<file path="src/rtl/rom_arb_pkg.sv">
// rom_arb_pkg: shared read-FSM encoding, port indices and read latency for rom_port_arbiter.
package rom_arb_pkg;
  typedef enum logic [1:0] {IDLE, WAIT, CAPTURE} state_e;
  localparam logic PORT_A = 1'b0;
  localparam logic PORT_B = 1'b1;
  localparam int RD_LAT = 3;
endpackage

</file>
<file path="src/rtl/rom_port_arbiter_rr_pick2.sv">
// rr_pick2: combinational 2-way round-robin picker; on contention the port not granted last wins.
module rr_pick2
  import rom_arb_pkg::*;
(
  input  logic [1:0] req,
  input  logic       last_grant,
  output logic       grant_valid,
  output logic       grant_idx
);
  assign grant_valid = |req;
  assign grant_idx = (&req) ? ~last_grant : req[PORT_B];
endmodule

</file>
<file path="src/rtl/rom_port_arbiter.sv">
// rom_port_arbiter: shares one registered-read memory between two read ports and a loader write stream.
module rom_port_arbiter
  import rom_arb_pkg::*;
#(
  parameter int ADDR_W = 11,
  parameter int DATA_W = 24
) (
  input  logic              clock,
  input  logic              reset,
  input  logic              loading,
  input  logic              wr_en,
  input  logic [ADDR_W-1:0] wr_addr,
  input  logic [DATA_W-1:0] wr_data,
  input  logic              a_req,
  input  logic [ADDR_W-1:0] a_addr,
  input  logic              b_req,
  input  logic [ADDR_W-1:0] b_addr,
  output logic              a_ack,
  output logic [DATA_W-1:0] a_q,
  output logic              b_ack,
  output logic [DATA_W-1:0] b_q,
  output logic [ADDR_W-1:0] mem_rdaddress,
  output logic [ADDR_W-1:0] mem_wraddress,
  output logic [DATA_W-1:0] mem_data,
  output logic              mem_wren,
  input  logic [DATA_W-1:0] mem_q
);
  state_e state_q, state_d;
  logic gnt_q, gnt_d, last_q, last_d;
  logic a_ack_q, a_ack_d, b_ack_q, b_ack_d;
  logic [DATA_W-1:0] a_data_q, a_data_d, b_data_q, b_data_d;
  logic [ADDR_W-1:0] rd_addr_q, rd_addr_d;
  logic wren_q, wren_d;
  logic [ADDR_W-1:0] waddr_q, waddr_d;
  logic [DATA_W-1:0] wdata_q, wdata_d;
  logic grant_valid, grant_idx;
  // a port being acked this cycle is about to drop its req, so it must not be regranted
  rr_pick2 u_pick (
    .req        ({b_req & ~b_ack_q, a_req & ~a_ack_q}),
    .last_grant (last_q),
    .grant_valid(grant_valid),
    .grant_idx  (grant_idx)
  );
  always_comb begin
    state_d = state_q;
    gnt_d = gnt_q;
    last_d = last_q;
    rd_addr_d = rd_addr_q;
    a_ack_d = 1'b0;
    b_ack_d = 1'b0;
    a_data_d = a_data_q;
    b_data_d = b_data_q;
    wren_d = wr_en;
    waddr_d = wr_addr;
    wdata_d = wr_data;
    case (state_q)
      IDLE: if (!loading && grant_valid) begin
        state_d = WAIT;
        gnt_d = grant_idx;
        rd_addr_d = grant_idx ? b_addr : a_addr;
      end
      WAIT: state_d = CAPTURE;
      CAPTURE: begin
        state_d = IDLE;
        last_d = gnt_q;
        a_ack_d = gnt_q == PORT_A;
        b_ack_d = gnt_q == PORT_B;
        a_data_d = (gnt_q == PORT_A) ? mem_q : a_data_q;
        b_data_d = (gnt_q == PORT_B) ? mem_q : b_data_q;
      end
      default: state_d = IDLE;
    endcase
  end
  always_ff @(posedge clock or posedge reset) begin
    if (reset) begin
      state_q <= IDLE;
      gnt_q <= PORT_A;
      last_q <= PORT_B;
      rd_addr_q <= '0;
      a_ack_q <= 1'b0;
      b_ack_q <= 1'b0;
      a_data_q <= '0;
      b_data_q <= '0;
      wren_q <= 1'b0;
      waddr_q <= '0;
      wdata_q <= '0;
    end else begin
      state_q <= state_d;
      gnt_q <= gnt_d;
      last_q <= last_d;
      rd_addr_q <= rd_addr_d;
      a_ack_q <= a_ack_d;
      b_ack_q <= b_ack_d;
      a_data_q <= a_data_d;
      b_data_q <= b_data_d;
      wren_q <= wren_d;
      waddr_q <= waddr_d;
      wdata_q <= wdata_d;
    end
  end
  assign a_ack = a_ack_q;
  assign b_ack = b_ack_q;
  assign a_q = a_data_q;
  assign b_q = b_data_q;
  assign mem_rdaddress = rd_addr_q;
  assign mem_wraddress = waddr_q;
  assign mem_data = wdata_q;
  assign mem_wren = wren_q;
endmodule
</file>
<file path="config.mk">
export PLATFORM = sky130hd
export DESIGN_NAME = rom_port_arbiter
export DESIGN_NICKNAME = d
export VERILOG_FILES = /design/src/rtl/rom_arb_pkg.sv /design/src/rtl/rom_port_arbiter_rr_pick2.sv /design/src/rtl/rom_port_arbiter.sv
export SDC_FILE = /design/constraint.sdc
export NUM_CORES = 1
export LEC_CHECK = 0
export BUFFER_PORTS_ARGS = -buffer_cell sky130_fd_sc_hd__buf_2
export CORE_MARGIN = 1
export CORE_UTILIZATION = 45
export CTS_CLUSTER_SIZE = 12
export DETAILED_ROUTE_END_ITERATION = 8
export GPL_ROUTABILITY_DRIVEN = 0
export PLACE_DENSITY = 0.79
export SYNTH_ARGS = -nofsm -noshare
export SYNTH_HDL_FRONTEND = slang
export SYNTH_SLANG_ARGS = --single-unit
</file>
<file path="constraint.sdc">
create_clock -name clock -period 3.3 [get_ports clock]
set_input_delay 0.33 -clock clock [delete_from_list [all_inputs] [get_ports clock]]
set_output_delay 0.33 -clock clock [all_outputs]
set_load 0.05 [all_outputs]
</file>
==> flow_summary.yaml, run 1 <==
timing:
  fin_hold_ws_ns: 0.02605
  post-route-min-period_ns: 1.613
  layout_worst_path_cycle_share: 0.4888
  setup_repair_after_global_routing_missed_its_margin: "no"
  finalClockSkew_ns: 0.01584
  hold_violation_count_in_the_final_report: 0
  timing_worst_slew_pin_value_ns: 0.5538
  setup-tns-final_ns: 0
  timing.fmax_mhz: 619.9
  worst_slew_margin_rel: 0.6308
  setup_viol: 0
  report.final.slew_viol_count: 0
clocking:
  tritoncts_clock_tree: "built"
  cts_resized: 0
  max-clock-path-buffers: 2
  number_of_buffers_created_by_cts: 9
  post_cts.repair.setup_buffers: 0
  ctsHtreeMaxLevel: 3
  clock-root-buffer: "clkbuf_8"
  post_cts_hold_buffer_count: 0
  clkSinkCount: 101
  clk_pin_slew_worst_setup_hold_paths_ns: 0.10
  clock_latency_of_the_later_clocked_register_in_the_worst_skew_pair_ns: 0.35
final_layout:
  fin_area_um2: 4776
  top_library_cells_by_usage_in_the_layout_fill_and_taps_aside: "183 x buf_2, 100 x dfrtp_1, 85 x nand2_1, 19 x mux2_4"
  n_fill_cell: 626
  area_growth_syn_to_layout_pct: 32.58
  layout_commonest_cell: "buf_2"
  layout.core_utilization: 0.6180
  diodes: 0
  layout.nets: 528
  drive_above_1_share: 0.5381
yosys:
  netlist-cell-type-count: 23
  synth.top_cell.area_share: 0.6947
  post_synthesis_net_count: 341
  synthCells: 254
  share_of_synthesized_area_occupied_by_flip_flops_and_latches: 0.7020
  synth.yosys.warnings: 0
  synth_area_um2: 3602
  syn-mean-instance-area_um2: 14.18
  postSynthRegisterBits: 101
  synth_top_area_cell: "dfrtp_1"
  synth_top_cells_by_area: "dfrtp_1 69%, nand2_1 8.9%, mux2_4 7.9%, mux2i_1 3.1%, buf_12 1.7%"
place:
  dpl.hpwl_um: 5463
  place_area_um2: 4581
  placement.io_buffers: 183
global_route:
  grt_pass1_wl_um: 12280
  grt_use_total: 0.1881
  first_global_vias: 2616
  grt_max_degree: 58
  antenna_violations_before_repair: 0
  grt-ovfl-total: 0
power_and_ir_drop:
  pwr_density_cell_nw_per_um2: 1047
  peakVddDrop_v: 0.0008021
  power.leakage_uw: 0.002612
  total_power_uw: 5000
setup_path:
  maximum_fanout_count_along_the_critical_path: 25
  path_delay_family: "simple AND/OR/NAND/NOR gates"
  reg2regPathDepth: 3
  ff2ff_setup_slack_ns: 1.69
  setup.worst_path.class: "register to register"
  critical_path.reg2reg.startpoint: "state_q[0]"
  critical_path_depth: 3
  crit_end: "a_q[20]"
  timing.critical_path.from_type: "register"
  crit_path_end_kind: "register"
  timing.critical_path.buf_inv: 0
  chain_of_cells_forming_the_critical_path: "nand2b_2, nor2_8, mux2_2"
  timing.critical_path.from: "state_q[0]"
  critical_r2r_capture: "a_q[20]"
  critical_path_arrival_ns: 1.84
  cp.required_ns: 3.53
  timing.critical_path.slowest_stage_cell: "nor2_8"
  slowest_delay_ns: 0.45
route:
  detail_route.iter0.violations: 95
  route.antenna.remaining_nets: 0
  num_vias: 2482
  drtPass1Iterations: 4
  drt_drc_violations_left: 0
  wl_um: 7472
  avgViaCountPerCell: 4.529
  wire_per_inst_um: 13.64
die:
  rows: 32
  chipWidth_um: 91.47
  io-pin-count: 184
  die-area_um2: 8367
  core_area_um2: 7727
  die_height_um: 91.47
  starting_density_of_the_core: 0.4662
run:
  timing.max_cap.violations: 0
worst_hold_path:
  min_delay_path_class: "input port to async pin"
outcome:
  status: "completed"
## report_power, final
group          total [uW]  switching, uW  internal, uW
registers            1860            227          1630
clock network         735            411           324
logic                2410           1790           619
total                5000           2430          2570
## flip-flops by register name, summed over array words and instances, names as in the netlist
| signal | count |
|---|---|
| a_q | 24 |
| b_q | 24 |
| mem_data | 24 |
| mem_rdaddress | 11 |
| mem_wraddress | 11 |
| state_q | 2 |
| a_ack | 1 |
| b_ack | 1 |
| gnt_q | 1 |
| last_q | 1 |
| mem_wren | 1 |
## cells in the mapped netlist
master and count:
a21boi_4 1, and2b_1 1, buf_12 3, buf_2 1, buf_4 3, clkbuf_1 2
dfrtp_1 100, dfstp_2 1, inv_1 2, inv_2 1, mux2_1 1, mux2_2 5
mux2_4 19, mux2i_1 11, nand2_1 85, nand2b_2 1, nand3b_4 1, nor2_8 1
nor2b_2 1, nor2b_4 1, nor3_1 1, o21ai_1 6, o21ai_2 6
## kinds of logic after synthesis
family,after synthesis,synth area share
and+or+nand+nor,92,0.1118
AOI/OAI and AO/OA,13,0.02814
DFF,101,0.7020
muxes,36,0.1285
buffers and inverters,12,0.02952
## layout make-up
class                           count  area, um2  area share
Inverter                            3      13.76    0.002882
Timing Repair Buffer              185      943.4      0.1975
Tap cell                          102      127.6     0.02672
Multi-Input combinational cell    141      967.2      0.2025
Sequential cell                   101       2529      0.5295
Clock buffer                       11      151.4     0.03170
Clock inverter                      5      43.79    0.009170
## worst min-delay path by stage
stage / slack [ns] / start / end
2_1_floorplan: 0.36 / wr_data[0] / mem_data[0]
3_3_place_gp: 0.41 / reset / mem_data[10]
3_5_place_dp: 0.42 / reset / mem_data[10]
4_1_cts: 0.03 / reset / mem_data[0]
5_1_grt: 0.05 / reset / mem_data[0]
6_report: 0.03 / reset / mem_data[10]
## metrics by stage
stage          cells  setup slack [ns]
3_3_place_gp     532             1.712
6_report         548             1.687
2_1_floorplan    254            0.3245
4_1_cts          548             1.660
5_1_grt          548             1.558
3_5_place_dp     532             1.688
## metal layers
layer / part of all wire / GRT usage
met5: 0 / 0
met4: 0.022 / 0.08069
met1: 0.40 / 0.2281
met2: 0.53 / 0.3195
met3: 0.048 / 0.04523
Power figures use the tool's default switching activity.
==> run 2, diff against run 1 <==
--- a/config.mk
+++ b/config.mk
@@ -7,11 +7,11 @@
 export LEC_CHECK = 0
 export BUFFER_PORTS_ARGS = -buffer_cell sky130_fd_sc_hd__buf_2
 export CORE_MARGIN = 1
-export CORE_UTILIZATION = 45
+export CORE_UTILIZATION = 41
 export CTS_CLUSTER_SIZE = 12
 export DETAILED_ROUTE_END_ITERATION = 8
 export GPL_ROUTABILITY_DRIVEN = 0
-export PLACE_DENSITY = 0.79
+export PLACE_DENSITY = 0.76
 export SYNTH_ARGS = -nofsm -noshare
 export SYNTH_HDL_FRONTEND = slang
 export SYNTH_SLANG_ARGS = --single-unit
==> constraint.sdc (replaced) <==
create_clock -name clock -period 1.35 [get_ports clock]
set_input_delay 0.135 -clock clock [delete_from_list [all_inputs] [get_ports clock]]
set_output_delay 0.135 -clock clock [all_outputs]
set_load 0.05 [all_outputs]
==> run 2 against run 1 <==
Largest cell class unchanged. Register-to-register slack lost 1.7 ns. Power grew to 2.6 times the previous value. Cell count grew 13%. Hold slack lost 0.0052 ns.
==> flow_summary.yaml, run 2 (synthesis results as in run 1) <==
setup_path:
  critical_path_arrival_ns: 1.57
  setup.worst_path.class: "register to register"
  timing.critical_path.from_type: "register"
  maximum_fanout_count_along_the_critical_path: 11
  cp.required_ns: 1.60
  crit_path_end_kind: "register"
route:
  wire_per_inst_um: 14.14
  num_vias: 2849
  wl_um: 8781
  route.antenna.remaining_nets: 0
  drt_drc_violations_left: 0
  detail_route.iter0.violations: 79
  avgViaCountPerCell: 4.588
  drtPass1Iterations: 4
final_layout:
  layout.nets: 599
  fin_area_um2: 5637
  layout_commonest_cell: "buf_2"
  area_growth_syn_to_layout_pct: 56.48
  drive_above_1_share: 0.4903
  n_fill_cell: 618
  top_library_cells_by_usage_in_the_layout_fill_and_taps_aside: "183 x buf_2, 97 x dfrtp_1, 85 x nand2_1, 60 x dlygate4sd3_1, 24 x mux2_4"
  diodes: 0
place:
  place_area_um2: 4743
  dpl.hpwl_um: 5582
  placement.io_buffers: 183
clocking:
  clk_pin_slew_worst_setup_hold_paths_ns: 0.09
  tritoncts_clock_tree: "built"
  clkSinkCount: 101
  number_of_buffers_created_by_cts: 9
  clock_latency_of_the_later_clocked_register_in_the_worst_skew_pair_ns: 0.35
  max-clock-path-buffers: 2
  ctsHtreeMaxLevel: 3
  clock-root-buffer: "clkbuf_8"
timing:
  report.final.slew_viol_count: 0
  hold_violation_count_in_the_final_report: 0
  timing.fmax_mhz: 756.7
  timing_worst_slew_pin_value_ns: 0.2964
  setup_viol: 0
  post-route-min-period_ns: 1.321
  worst_slew_margin_rel: 0.8024
  layout_worst_path_cycle_share: 0.9788
  setup-tns-final_ns: 0
  setup_repair_after_global_routing_missed_its_margin: "yes"
  finalClockSkew_ns: 0.01303
global_route:
  grt_max_degree: 52
  grt_use_total: 0.1975
  first_global_vias: 2911
  grt_pass1_wl_um: 13440
  antenna_violations_before_repair: 0
  grt-ovfl-total: 0
outcome:
  status: "completed"
power_and_ir_drop:
  pwr_density_cell_nw_per_um2: 2317
  total_power_uw: 13060
  power.leakage_uw: 0.002988
  peakVddDrop_v: 0.001795
die:
  die-area_um2: 9164
  die_height_um: 95.73
  chipWidth_um: 95.73
  core_area_um2: 8341
  rows: 33
  io-pin-count: 184
  starting_density_of_the_core: 0.4319
worst_hold_path:
  min_delay_path_class: "input port to register"
run:
  timing.max_cap.violations: 0
## run 2: through the flow
stage / setup WS, ns / hold slack [ns] / std cells / utilization
3_3_place_gp: 0.002292 / 0.2430 / 545 / 0.5687
4_1_cts: -0.02905 / 0.006709 / 621 / 0.6739
5_1_grt: -0.04457 / 0.01609 / 621 / 0.6758
2_1_floorplan: -0.09327 / 0.1664 / 254 / -
3_5_place_dp: -0.02299 / 0.2444 / 545 / 0.5687
6_report: 0.02855 / 0.02088 / 621 / 0.6758
## run 2: worst max-delay path, cell delays in order, from the launching register on
cell	delay, ns
dfrtp_2	0.42
nor2b_4	0.12
a21boi_4	0.22
buf_12	0.17
mux2i_1	0.23
o21ai_2	0.06
## run 2: report_power, final
part / internal, uW / total [uW] / switching, uW
logic: 1820 / 6270 / 4450
clock network: 1230 / 2220 / 987
registers: 3990 / 4570 / 582
total: 7040 / 13100 / 6010
## run 2: area by class of cell
| type | count | area (um2) | share of cell area |
|---|---|---|---|
| well taps | 105 | 131.4 | 0.02331 |
| flip-flops and latches | 101 | 2532 | 0.4493 |
| repair buffers | 256 | 1722 | 0.3054 |
| clock inverters | 5 | 107.6 | 0.01909 |
| multi-input cells | 141 | 1001 | 0.1776 |
| inverters | 3 | 15.01 | 0.002664 |
| clock buffers | 10 | 127.6 | 0.02264 |
## run 2: path summary, 6_finish.rpt
kind | startpoint | to | slack [ns] | cells past startpoint
worst max-delay path | b_ack | mem_rdaddress[0] | 0.03 | 5
worst min-delay path | mem_q[17] | b_q[17] | 0.02 | 3
worst max register to register | b_ack | mem_rdaddress[0] | 0.03 | 5
worst min register to register | b_q[21] | b_q[21] | 0.48 | 2
max in group asynchronous | reset | last_q | 0.64 | 4
min in group asynchronous | reset | mem_data[16] | 0.42 | 4
## run 2: what timing repair did
| action | 4_1_cts | 5_1_grt |
|---|---|---|
| pin swaps | 1 | 1 |
| gates cloned | 1 | 0 |
| gates resized for setup | 5 | 4 |
| buffers inserted | 0 | 0 |
| endpoints found under the setup margin | 5 | 30 |
| hold buffers | 60 | 0 |
| hold endpoints to repair | 159 | 0 |
## run 2: layer usage
layer | routed length, um | track usage | vias up
li1 | - | - | 1330
met1 | 3411 | 0.2214 | 1392
met2 | 4639 | 0.3500 | 109
met3 | 546 | 0.05292 | 18
met4 | 183 | 0.09080 | 0
met5 | 0 | 0 | -
==> run 3, diff against run 2 <==
--- a/config.mk
+++ b/config.mk
@@ -5,13 +5,14 @@
 export SDC_FILE = /design/constraint.sdc
 export NUM_CORES = 1
 export LEC_CHECK = 0
-export BUFFER_PORTS_ARGS = -buffer_cell sky130_fd_sc_hd__buf_2
 export CORE_MARGIN = 1
-export CORE_UTILIZATION = 41
+export CORE_UTILIZATION = 50
+export CTS_BUF_LIST = sky130_fd_sc_hd__clkbuf_16
 export CTS_CLUSTER_SIZE = 12
 export DETAILED_ROUTE_END_ITERATION = 8
+export DONT_BUFFER_PORTS = 1
 export GPL_ROUTABILITY_DRIVEN = 0
-export PLACE_DENSITY = 0.76
+export PLACE_DENSITY = 0.68
 export SYNTH_ARGS = -nofsm -noshare
 export SYNTH_HDL_FRONTEND = slang
 export SYNTH_SLANG_ARGS = --single-unit
==> run 3 against run 2 <==
Sequential cell count stayed put. Cell count is 22% lower. Critical path type unchanged. Critical path depth stayed put.
==> flow_summary.yaml, run 3 (synthesis results as in run 1) <==
outcome:
  status: "completed"
final_layout:
  diodes: 0
  area_growth_syn_to_layout_pct: 43.49
  layout.core_utilization: 0.7525
  post_route_insts_no_fill: 484
  layout.nets: 470
  n_fill_cell: 455
  layout_commonest_cell: "dfrtp_1"
  drive_above_1_share: 0.2938
  fin_area_um2: 5169
  top_library_cells_by_usage_in_the_layout_fill_and_taps_aside: "98 x dfrtp_1, 85 x nand2_1, 72 x dlygate4sd3_1, 48 x buf_4, 19 x mux2_4"
die:
  die_height_um: 86.88
  die-area_um2: 7548
  starting_density_of_the_core: 0.5244
  io-pin-count: 184
  chipWidth_um: 86.88
  core_area_um2: 6869
  rows: 30
setup_path:
  critical_r2r_capture: "mem_rdaddress[1]"
  ff2ff_setup_slack_ns: 0.02
  setup.worst_path.class: "register to register"
  cp.required_ns: 1.57
  crit_end: "mem_rdaddress[1]"
  timing.critical_path.from: "b_ack"
  crit_path_end_kind: "register"
  maximum_fanout_count_along_the_critical_path: 12
  critical_path_arrival_ns: 1.55
  critical_path.reg2reg.startpoint: "b_ack"
  timing.critical_path.from_type: "register"
  reg2regPathDepth: 5
worst_hold_path:
  min_delay_path_depth: 2
  min_delay_path_class: "input port to register"
clocking:
  clk_pin_slew_worst_setup_hold_paths_ns: 0.07
  clock_latency_of_the_later_clocked_register_in_the_worst_skew_pair_ns: 0.33
  tritoncts_clock_tree: "built"
  ctsHtreeMaxLevel: 3
  clock-root-buffer: "clkbuf_16"
  number_of_buffers_created_by_cts: 9
  clkSinkCount: 101
  max-clock-path-buffers: 2
place:
  dpl.hpwl_um: 4913
  placement.io_buffers: 0
  place.detailed.instances: 396
  place_area_um2: 4139
global_route:
  grt_max_degree: 48
  first_global_vias: 2437
  grt-ovfl-total: 0
  antenna_violations_before_repair: 0
  grt_pass1_wl_um: 11610
  grt_use_total: 0.2089
power_and_ir_drop:
  pwr_density_cell_nw_per_um2: 2532
  peakVddDrop_v: 0.001457
  power.leakage_uw: 0.002512
route:
  num_vias: 2305
  wire_per_inst_um: 15.82
  wl_um: 7659
  drt_drc_violations_left: 0
  detail_route.iter0.violations: 84
  route.antenna.remaining_nets: 0
  drtPass1Iterations: 4
  avgViaCountPerCell: 4.762
timing:
  timing.fmax_mhz: 751.4
  hold_violation_count_in_the_final_report: 0
  timing_worst_slew_pin_value_ns: 0.4987
  finalClockSkew_ns: 0.004593
  report.final.slew_viol_count: 0
  setup_viol: 0
  setup_repair_after_global_routing_missed_its_margin: "yes"
  worst_slew_margin_rel: 0.6675
  layout_worst_path_cycle_share: 0.9858
  post-route-min-period_ns: 1.331
run:
  timing.max_cap.violations: 0
[run 3: cell count changes in the layout (fill, tap and decap cells not counted), sizes merged]
cell,delta
bufinv,-3
inv,+1
dlygate4sd3,+12
clkinv,+4
clkbuf,-1
buf,-141
[run 3: area by class of cell]
type	count	area, um2	area share
Clock buffer	9	225.2	0.04357
Sequential cell	101	2531	0.4897
Clock inverter	7	61.31	0.01186
Timing Repair Buffer	127	1221	0.2363
Inverter	3	15.01	0.002905
Tap cell	96	120.1	0.02324
Multi-Input combinational cell	141	994.7	0.1924
[run 3: metrics by stage]
step,total power [uW],setup TNS [ns],worst slack [ns],hold slack [ns]
after global routing,13620,-0.3095,-0.04716,0.006359
after detailed placement,10540,-0.03780,-0.01255,0.02498
after CTS,13160,0,0.01385,0.002525
final,13090,0,0.01914,0.006336
after floorplan,9163,-0.8291,-0.09327,0.1664
after global placement,10440,0,0.01010,0.02137
[run 3: how the worst min path moves through the flow]
stage	startpoint	to	slack, ns
3_5_place_dp	reset	mem_rdaddress[1]	0.02
3_3_place_gp	reset	mem_rdaddress[1]	0.02
6_report	b_addr[4]	mem_rdaddress[4]	0.006
4_1_cts	b_addr[4]	mem_rdaddress[4]	0.003
5_1_grt	a_addr[2]	mem_rdaddress[2]	0.006
2_1_floorplan	wr_data[0]	mem_data[0]	0.17
[run 3: what timing repair did]
item                                    in CTS  in global routing
pin swaps                                    1                  1
endpoints found under the setup margin       6                 16
endpoints found under the hold margin      104                  0
resized for setup                            1                  3
setup buffers                                0                  0
hold buffers                                72                  0
[run 3: critical path, stage by stage (launching register included)]
cell and delay [ns]:
dfrtp_2 0.42, nor2b_4 0.13, a21boi_4 0.20, buf_12 0.17, mux2i_1 0.24, o21ai_2 0.07
[run 3: metal layers]
metal	wire length (um)	GRT usage
met5	0	0
met4	153	0.09394
met1	2997	0.2485
met3	490	0.05498
met2	4017	0.3572
[run 3: where the power goes]
| group | switching (uW) | leakage [uW] | internal, uW |
|---|---|---|---|
| Clock | 1120 | 0.000143 | 1280 |
| Combinational | 3000 | 0.00116 | 1790 |
| Sequential | 1930 | 0.00121 | 3970 |
| Total | 6050 | 0.00251 | 7040 |
